$ cat src/rtl/sc4_fft_ctrl.sv
// ---------------------------------------------------------------------------
// sc4_fft_ctrl
//
// Sequencer for the 4-point serial-commutator FFT datapath. The datapath
// takes 2 samples per beat and 4 beats per frame. This block tracks the
// frame phase of every beat. It carries a {valid, phase} token for each
// cycle down a tap line, and from those tokens it derives the commutator and
// butterfly selects and the output beat flags. Upstream and downstream logic
// therefore never drive the selects themselves.
//
// Parameters
//   LAT     beats from the first input beat (k=0) to the first output beat
//           (legal 5..8)
//   S2_DLY  beat delay of the stage-2 select relative to stage 0
//   S3_DLY  beat delay of the stage-3 select relative to stage 0
//           (S2_DLY < S3_DLY < LAT)
//
// Ports
//   clk        in   rising-edge clock
//   rst        in   asynchronous active-high reset
//   in_valid   in   input beat present on the datapath inputs this cycle
//   in_sof     in   first beat of a frame (qualified by in_valid)
//   s0..s3     out  stage selects (1 while the tap carries no valid token)
//   out_valid  out  datapath outputs hold a valid result beat
//   out_sof    out  first output beat of a frame
//   frame_err  out  one-cycle pulse on a protocol violation
//   busy       out  any token in flight
//
// Optional feature (macro SC4_FRAME_CNT_EN)
//   frame_cnt  out  16-bit count of output frames, wraps
//   err_cnt    out  8-bit count of frame_err pulses, saturates at 0xFF
// ---------------------------------------------------------------------------
module sc4_fft_ctrl #(
  parameter int LAT    = 5,
  parameter int S2_DLY = 2,
  parameter int S3_DLY = 4
) (
  input  logic        clk,
  input  logic        rst,
  input  logic        in_valid,
  input  logic        in_sof,
  output logic        s0,
  output logic        s1,
  output logic        s2,
  output logic        s3,
  output logic        out_valid,
  output logic        out_sof,
  output logic        frame_err,
`ifdef SC4_FRAME_CNT_EN
  output logic [15:0] frame_cnt,
  output logic [7:0]  err_cnt,
`endif
  output logic        busy
);

  typedef enum logic {IDLE, RUN} state_t;

  state_t     state;
  logic [1:0] phase;

  logic       start_beat;
  logic       cur_v;
  logic [1:0] cur_ph;

  // Registered token history. Entry d holds the token of the beat d cycles ago.
  logic       v_pipe  [1:LAT];
  logic [1:0] ph_pipe [1:LAT];

  // All taps, where tap 0 is the live token of the current beat.
  logic       tap_v  [0:LAT];
  logic [1:0] tap_ph [0:LAT];

  // Phase 0 is always handled in IDLE. An sof beat in IDLE opens a frame,
  // and RUN covers phases 1..3 only. This makes back-to-back frames
  // bubble-free, because the beat after phase 3 is judged exactly like
  // an idle beat.
  // rst gates the live token so selects and flags read idle immediately.
  always_comb begin
    start_beat = !rst && (state == IDLE) && in_valid && in_sof;
    cur_v      = !rst && ((state == RUN) || start_beat);
    cur_ph     = (state == RUN) ? phase : 2'd0;
    frame_err  = !rst &&
                 (((state == RUN)  && (!in_valid || in_sof)) ||
                  ((state == IDLE) &&  in_valid && !in_sof));
  end

  // Frame sequencer. The phase advances every cycle in RUN whether or not a
  // beat arrives, so the frame length is fixed at four beats.
  always_ff @(posedge clk or posedge rst) begin
    if (rst) begin
      state <= IDLE;
      phase <= 2'd0;
    end else begin
      case (state)
        IDLE: begin
          if (start_beat) begin
            state <= RUN;
            phase <= 2'd1;
          end
        end
        RUN: begin
          if (phase == 2'd3) begin
            state <= IDLE;
            phase <= 2'd0;
          end else begin
            phase <= phase + 2'd1;
          end
        end
        default: begin
          state <= IDLE;
          phase <= 2'd0;
        end
      endcase
    end
  end

  // Token shift line. One entry is shifted per cycle. The line is only as
  // deep as the furthest consumer (tap LAT), so busy falls as the last
  // output beat leaves.
  always_ff @(posedge clk or posedge rst) begin
    if (rst) begin
      for (int i = 1; i <= LAT; i++) begin
        v_pipe[i]  <= 1'b0;
        ph_pipe[i] <= 2'd0;
      end
    end else begin
      v_pipe[1]  <= cur_v;
      ph_pipe[1] <= cur_ph;
      for (int i = 2; i <= LAT; i++) begin
        v_pipe[i]  <= v_pipe[i-1];
        ph_pipe[i] <= ph_pipe[i-1];
      end
    end
  end

  always_comb begin
    tap_v[0]  = cur_v;
    tap_ph[0] = cur_ph;
    for (int i = 1; i <= LAT; i++) begin
      tap_v[i]  = v_pipe[i];
      tap_ph[i] = ph_pipe[i];
    end
  end

  // Each select reads its own tap. An empty tap forces the select to 1.
  always_comb begin
    s0        = tap_v[0]      ? ~tap_ph[0][0]      : 1'b1;
    s1        = tap_v[0]      ? ~tap_ph[0][1]      : 1'b1;
    s2        = tap_v[S2_DLY] ? ~tap_ph[S2_DLY][1] : 1'b1;
    s3        = tap_v[S3_DLY] ? ~tap_ph[S3_DLY][0] : 1'b1;
    out_valid = tap_v[LAT];
    out_sof   = tap_v[LAT] && (tap_ph[LAT] == 2'd0);
  end

  always_comb begin
    busy = 1'b0;
    for (int i = 0; i <= LAT; i++) begin
      busy = busy | tap_v[i];
    end
  end

`ifdef SC4_FRAME_CNT_EN
  // Frame counter wraps naturally. The error counter holds at all-ones.
  always_ff @(posedge clk or posedge rst) begin
    if (rst) begin
      frame_cnt <= 16'd0;
      err_cnt   <= 8'd0;
    end else begin
      if (out_valid && out_sof) begin
        frame_cnt <= frame_cnt + 16'd1;
      end
      if (frame_err && (err_cnt != 8'hFF)) begin
        err_cnt <= err_cnt + 8'd1;
      end
    end
  end
`endif

endmodule

$ cat config.mk
export PLATFORM = sky130hd
export DESIGN_NAME = sc4_fft_ctrl
export DESIGN_NICKNAME = d
export VERILOG_FILES = /design/src/rtl/sc4_fft_ctrl.sv
export SDC_FILE = /design/constraint.sdc
export NUM_CORES = 1
export LEC_CHECK = 0
export BUFFER_PORTS_ARGS = -buffer_cell sky130_fd_sc_hd__buf_2
export CAP_MARGIN = 10
export CORE_AREA = 5 5 42 44
export DETAILED_ROUTE_END_ITERATION = 16
export DIE_AREA = 0 0 47 49
export GPL_TIMING_DRIVEN = 0
export PLACE_DENSITY_LB_ADDON = 0.05
export REMOVE_ABC_BUFFERS = 1
export SLEW_MARGIN = 20
export SYNTH_ARGS = -nofsm -noshare
export SYNTH_HDL_FRONTEND = slang
export SYNTH_SLANG_ARGS = --single-unit
$ cat constraint.sdc
create_clock -name clk -period 2.94 [get_ports clk]
set_input_delay 0.588 -clock clk [delete_from_list [all_inputs] [get_ports clk]]
set_output_delay 0.588 -clock clk [all_outputs]
set_load 0.05 [all_outputs]
Word level (Yosys, flattened, before mapping)
Cells that the tools add are included.
{ "word_totals": {"register_bits": 18, "latchBits": 0, "mem_bits_rw": 0, "romBits": 0, "in_bits": 4, "out_inout_bits": 8, "n_memories": 0} }
{ "op_classes": {"n_addsub": 1, "multipliers": 0, "div": 0, "order_cmp": 0, "eq_ne": 2, "shift": 0, "n_mux": 11, "n_bitwise": 10, "n_reduce_logical": 16} }
{ "ops": {"columns": ["cell", "count"], "rows": [
  ["$logic_and 1x1->1", 9],
  ["$mux 1", 6],
  ["$mux 2", 3],
  ["$not 1->1", 5],
  ["$or 1x1->1", 5],
  ["$pmux 2 s2", 1],
  ["$logic_not 1->1", 3],
  ["$logic_or 1x1->1", 3],
  ["$add 2x1->2 const B", 1],
  ["$eq 2x2->1 const B", 1],
  ["$logic_not 2->1", 1],
  ["$ne 2x2->1 const B", 1],
  ["$pmux 1 s2", 1]
]} }

Logic depth before layout (Yosys ltp)
{ "depth": {"ltp_word": 11, "depth_mapped": 4, "depth_no_buf": 3} }

Worst setup path before layout
No wires, ideal clock.
{ "synth_timing": {"path_type": "flip-flop to output port", "start": "reg v_pipe, in the netlist out_valid", "end": "out out_sof", "t_arrival_ns": 1.838, "required_time_ns": 2.352, "setup_slack_ns": 0.514, "stages_incl_launch_ff": 2, "cell_sequence": "dfrtp_1 nor3b_1"} }
{ "synth_via": {"elab_chain_cells": 1} }
{ "synth_lines": {"columns": ["item", "line_no", "source"], "rows": [
  ["from (decl)", "66", "logic v_pipe [1:LAT];"],
  ["from (signal, indexed assignment)", "130", "v_pipe[i] <= v_pipe[i-1];"],
  ["$logic_and 1x1->1", "152", "out_sof = tap_v[LAT] && (tap_ph[LAT] == 2'd0);"],
  ["to (decl)", "47", "output logic out_sof,"]
]} }
No other way between the ends.

Final worst setup path
{ "layout_timing": {"start": "reg v_pipe, in the netlist tap_v[3]", "end": "out busy"} }
{ "layout_via": {"elab_chain_cells": 4} }
{ "layout_lines": {"columns": ["item", "line_no", "source"], "rows": [
  ["$or 1x1->1 (4 in series)", "158", "busy = busy | tap_v[i];"],
  ["to (decl)", "53", "output logic busy"]
]} }
No other way between the ends.

==> summary.md <==
| Metric | Value |
|---|---|
| Die X-Extent | `47 um` |
| Syn Inst Count | `42` |
| Site Rows | `14` |
| Hold Path Class | `flip-flop to flip-flop` |
| P&R area growth vs syn | `18.4%` |
| GP Congestion | `a little under 0.7` |
| Yosys reg bits | `18` |
| Synth Cell Area | `586 um^2` |
| Die height | `around 49 um` |
| Final min period | `2.34 ns` |
| Die Area | `approximately 0.0023 mm^2` |
| Most common cell after layout, fill and taps aside | `dfrtp_1` |
| Max Fclk | `427 MHz` |
| Critical hold path startpoint | `ph_pipe[4]` |
| Crit Reg-Reg Startpoint | `phase[0]` |
| Final hold viol count | `0` |
| Max transition margin | `54.6%` |
| # nets final | `a little over 60` |
| Clock latency on the worst-skew pair | `around 0.28 ns` |
| Number of global-route vias before repair | `375` |
| Starting Density | `41.8%` |
| Hold endpoint | `ph_pipe[2]` |
| Core box area | `around 0.0014 mm^2` |
| Worst IR Drop VDD | `0.000556 V` |
| CTS buffer count | `3` |
| Post-CTS Repair Setup Buffers | `0` |
| Drt via density | `4.61` |
| Clock transition at path regs | `0.09 ns` |
| H-tree depth | `1` |
| # setup viols final | `0` |
| Syn avg cell area | `13.9 um^2` |
| Gr ovfl total | `0` |
| Filler Cells Inserted | `149` |
| Share of post-route cells with drive strength above 1 | `26.8%` |
| WP data arrival | `about 1.8 ns` |
| Critical Path Slowest Stage Cell | `or4_1` |
| Worst setup EP type | `output port` |
| Worst path max stage delay | `0.53 ns` |
| Antenna cells | `0` |
| Outcome | `completed` |
| LEAKAGE | `0.000345 uW` |
| Worst EP required | `2.35 ns` |
| Via count | `between 300 and 400` |
| Yosys Warn Count | `0` |
| Max clock buf depth | `2` |
| Hold_buf cts | `0` |
| Commonest cells after routing, fill and taps aside | `dfrtp_1, buf_2, nand2_1` |
| Wire length per cell | `12.7 um` |
| CTS root buf | `clkbuf_4` |
| Hold-critical path depth | `0` |
| Period utilization | `approximately 80%` |
| Startpoint types | `flip-flop` |
| Number of distinct library cells after synthesis | `16` |
| Post-DP HPWL | `~720 um` |
| Gates resized, CTS repair | `0` |
| Post-Route WL | `915 um` |
| RR Endpoint | `phase[1]` |
| IO Count | `12` |
| DR pass1 iterations | `2` |
| Critical-path cell list | `or4_1 -> or3_1 -> buf_2` |
| Pwr per Cell Area | `1050 mW/mm^2` |
| Reg2reg path depth | `3` |
| Post-DRT Antenna Nets | `0` |
| 1st-iter DRT viols | `1` |
| Clock Skews | `0.00488 ns` |
| Reg2reg setup slack | `2.00 ns` |
| Slew Limit Fails | `0` |
| Clock sink count | `18` |
| # DRC | `0` |
| RSZ-0062 raised after global routing | `false` |
| Largest net degree at the start of global routing | `21` |
| Setup TNS | `0 ns` |
| Crit path kind | `flip-flop to output port` |
| Buffers added on ports | `11` |
| Gr usage total | `~10%` |
| Initial antenna violation count | `0` |
| First-pass GRT wire length | `1.59 mm` |
| Max cap viols | `0` |
| Final hold slack | `around 0.36 ns` |
| CTS tree | `yes` |
| Worst-margin pin slew | `0.680 ns` |
| Critical Path Fanout Max | `3` |
| Part of the Yosys area used for sequential elements | `roughly three quarters` |
## per-layer routing
metal / global-route usage (%) / wire [um] / vias to the layer above
li1: - / - / 161
met1: 10.7 / 375 / 163
met2: 15.6 / 477 / 8
met3: 4.43 / 63 / 0
met4: 5.53 / 0 / 0
met5: 0 / 0 / -
## worst max-delay path, delay by kind of cell, from the launching register on
family / cells / cell delay (ns)
simple gates: 2 / 0.85
flops: 1 / 0.41
buf+inv: 1 / 0.22
## registers in the layout (all words and copies together), names as in the netlist
signal / cells
out_valid: 1
phase: 2
state: 1
ph_pipe: 10
tap_v: 4
## synthesized netlist by cell type
| master | instances | area (um^2) |
|---|---|---|
| or4_1 | 1 | 7.51 |
| ha_1 | 1 | 12.5 |
| a21oi_1 | 2 | 10.0 |
| nor3b_1 | 1 | 7.51 |
| xnor2_1 | 1 | 8.76 |
| o21ai_0 | 1 | 5.00 |
| and2_1 | 2 | 12.5 |
| nor2b_1 | 1 | 6.26 |
| clkbuf_1 | 1 | 3.75 |
| dfrtp_1 | 18 | 450 |
| mux2i_1 | 1 | 10.0 |
| nand3b_1 | 1 | 7.51 |
| inv_1 | 1 | 3.75 |
| nand2_1 | 6 | 22.5 |
| nor2_1 | 3 | 11.3 |
| or3_1 | 1 | 6.26 |
## cell families (layout without fill, tap and decap cells)
kind of cell    Yosys count  in the layout  synth area share, %
compound gates            3              3                 2.56
fa+ha+maj                 1              1                 2.14
mux                       1              1                 1.71
simple gates             16             16                 13.9
xor+xnor                  1              1                 1.50
buf+inv                   2             16                 1.28
flops                    18             18                 76.9
## where the power goes
| group | internal (uW) | leakage [uW] | switching, uW |
|---|---|---|---|
| clock network | 75.3 | 0.0000210 | 65.8 |
| logic | 58.7 | 0.0000916 | 141 |
| registers | 337 | 0.000232 | 50.8 |
## area by class of cell
| cell class | instances | area (um^2) | area share, % |
|---|---|---|---|
| clock buffers | 4 | 36.3 | 5.23 |
| inverters | 1 | 3.75 | 0.542 |
| multi-input cells | 22 | 128 | 18.4 |
| flip-flops and latches | 18 | 450 | 65.0 |
| well taps | 16 | 20.0 | 2.89 |
| repair buffers | 11 | 55.1 | 7.94 |
## worst max-delay path by stage
stage               slack [ns]  startpoint  depth (start not counted)      end
floorplan                 0.51   out_valid                          1  out_sof
global placement          0.81         rst                          4       s1
detailed placement        0.73         rst                          4       s1
CTS                       0.56    tap_v[3]                          3     busy
global route              0.51    tap_v[3]                          3     busy
finish                    0.60    tap_v[3]                          3     busy
## metrics by stage
| stage | area [um^2] | setup slack (ns) | instances | utilization, % | power (uW) |
|---|---|---|---|---|---|
| floorplan | 582 | 0.514 | 41 | - | 538 |
| global placement | 657 | 0.814 | 68 | 46.9 | 581 |
| detailed placement | 657 | 0.728 | 68 | 46.9 | 599 |
| CTS | 693 | 0.564 | 72 | 49.5 | 744 |
| global route | 693 | 0.507 | 72 | 49.5 | 776 |
| finish | 693 | 0.596 | 72 | 49.5 | 728 |
(Power assumes the default switching activity.)
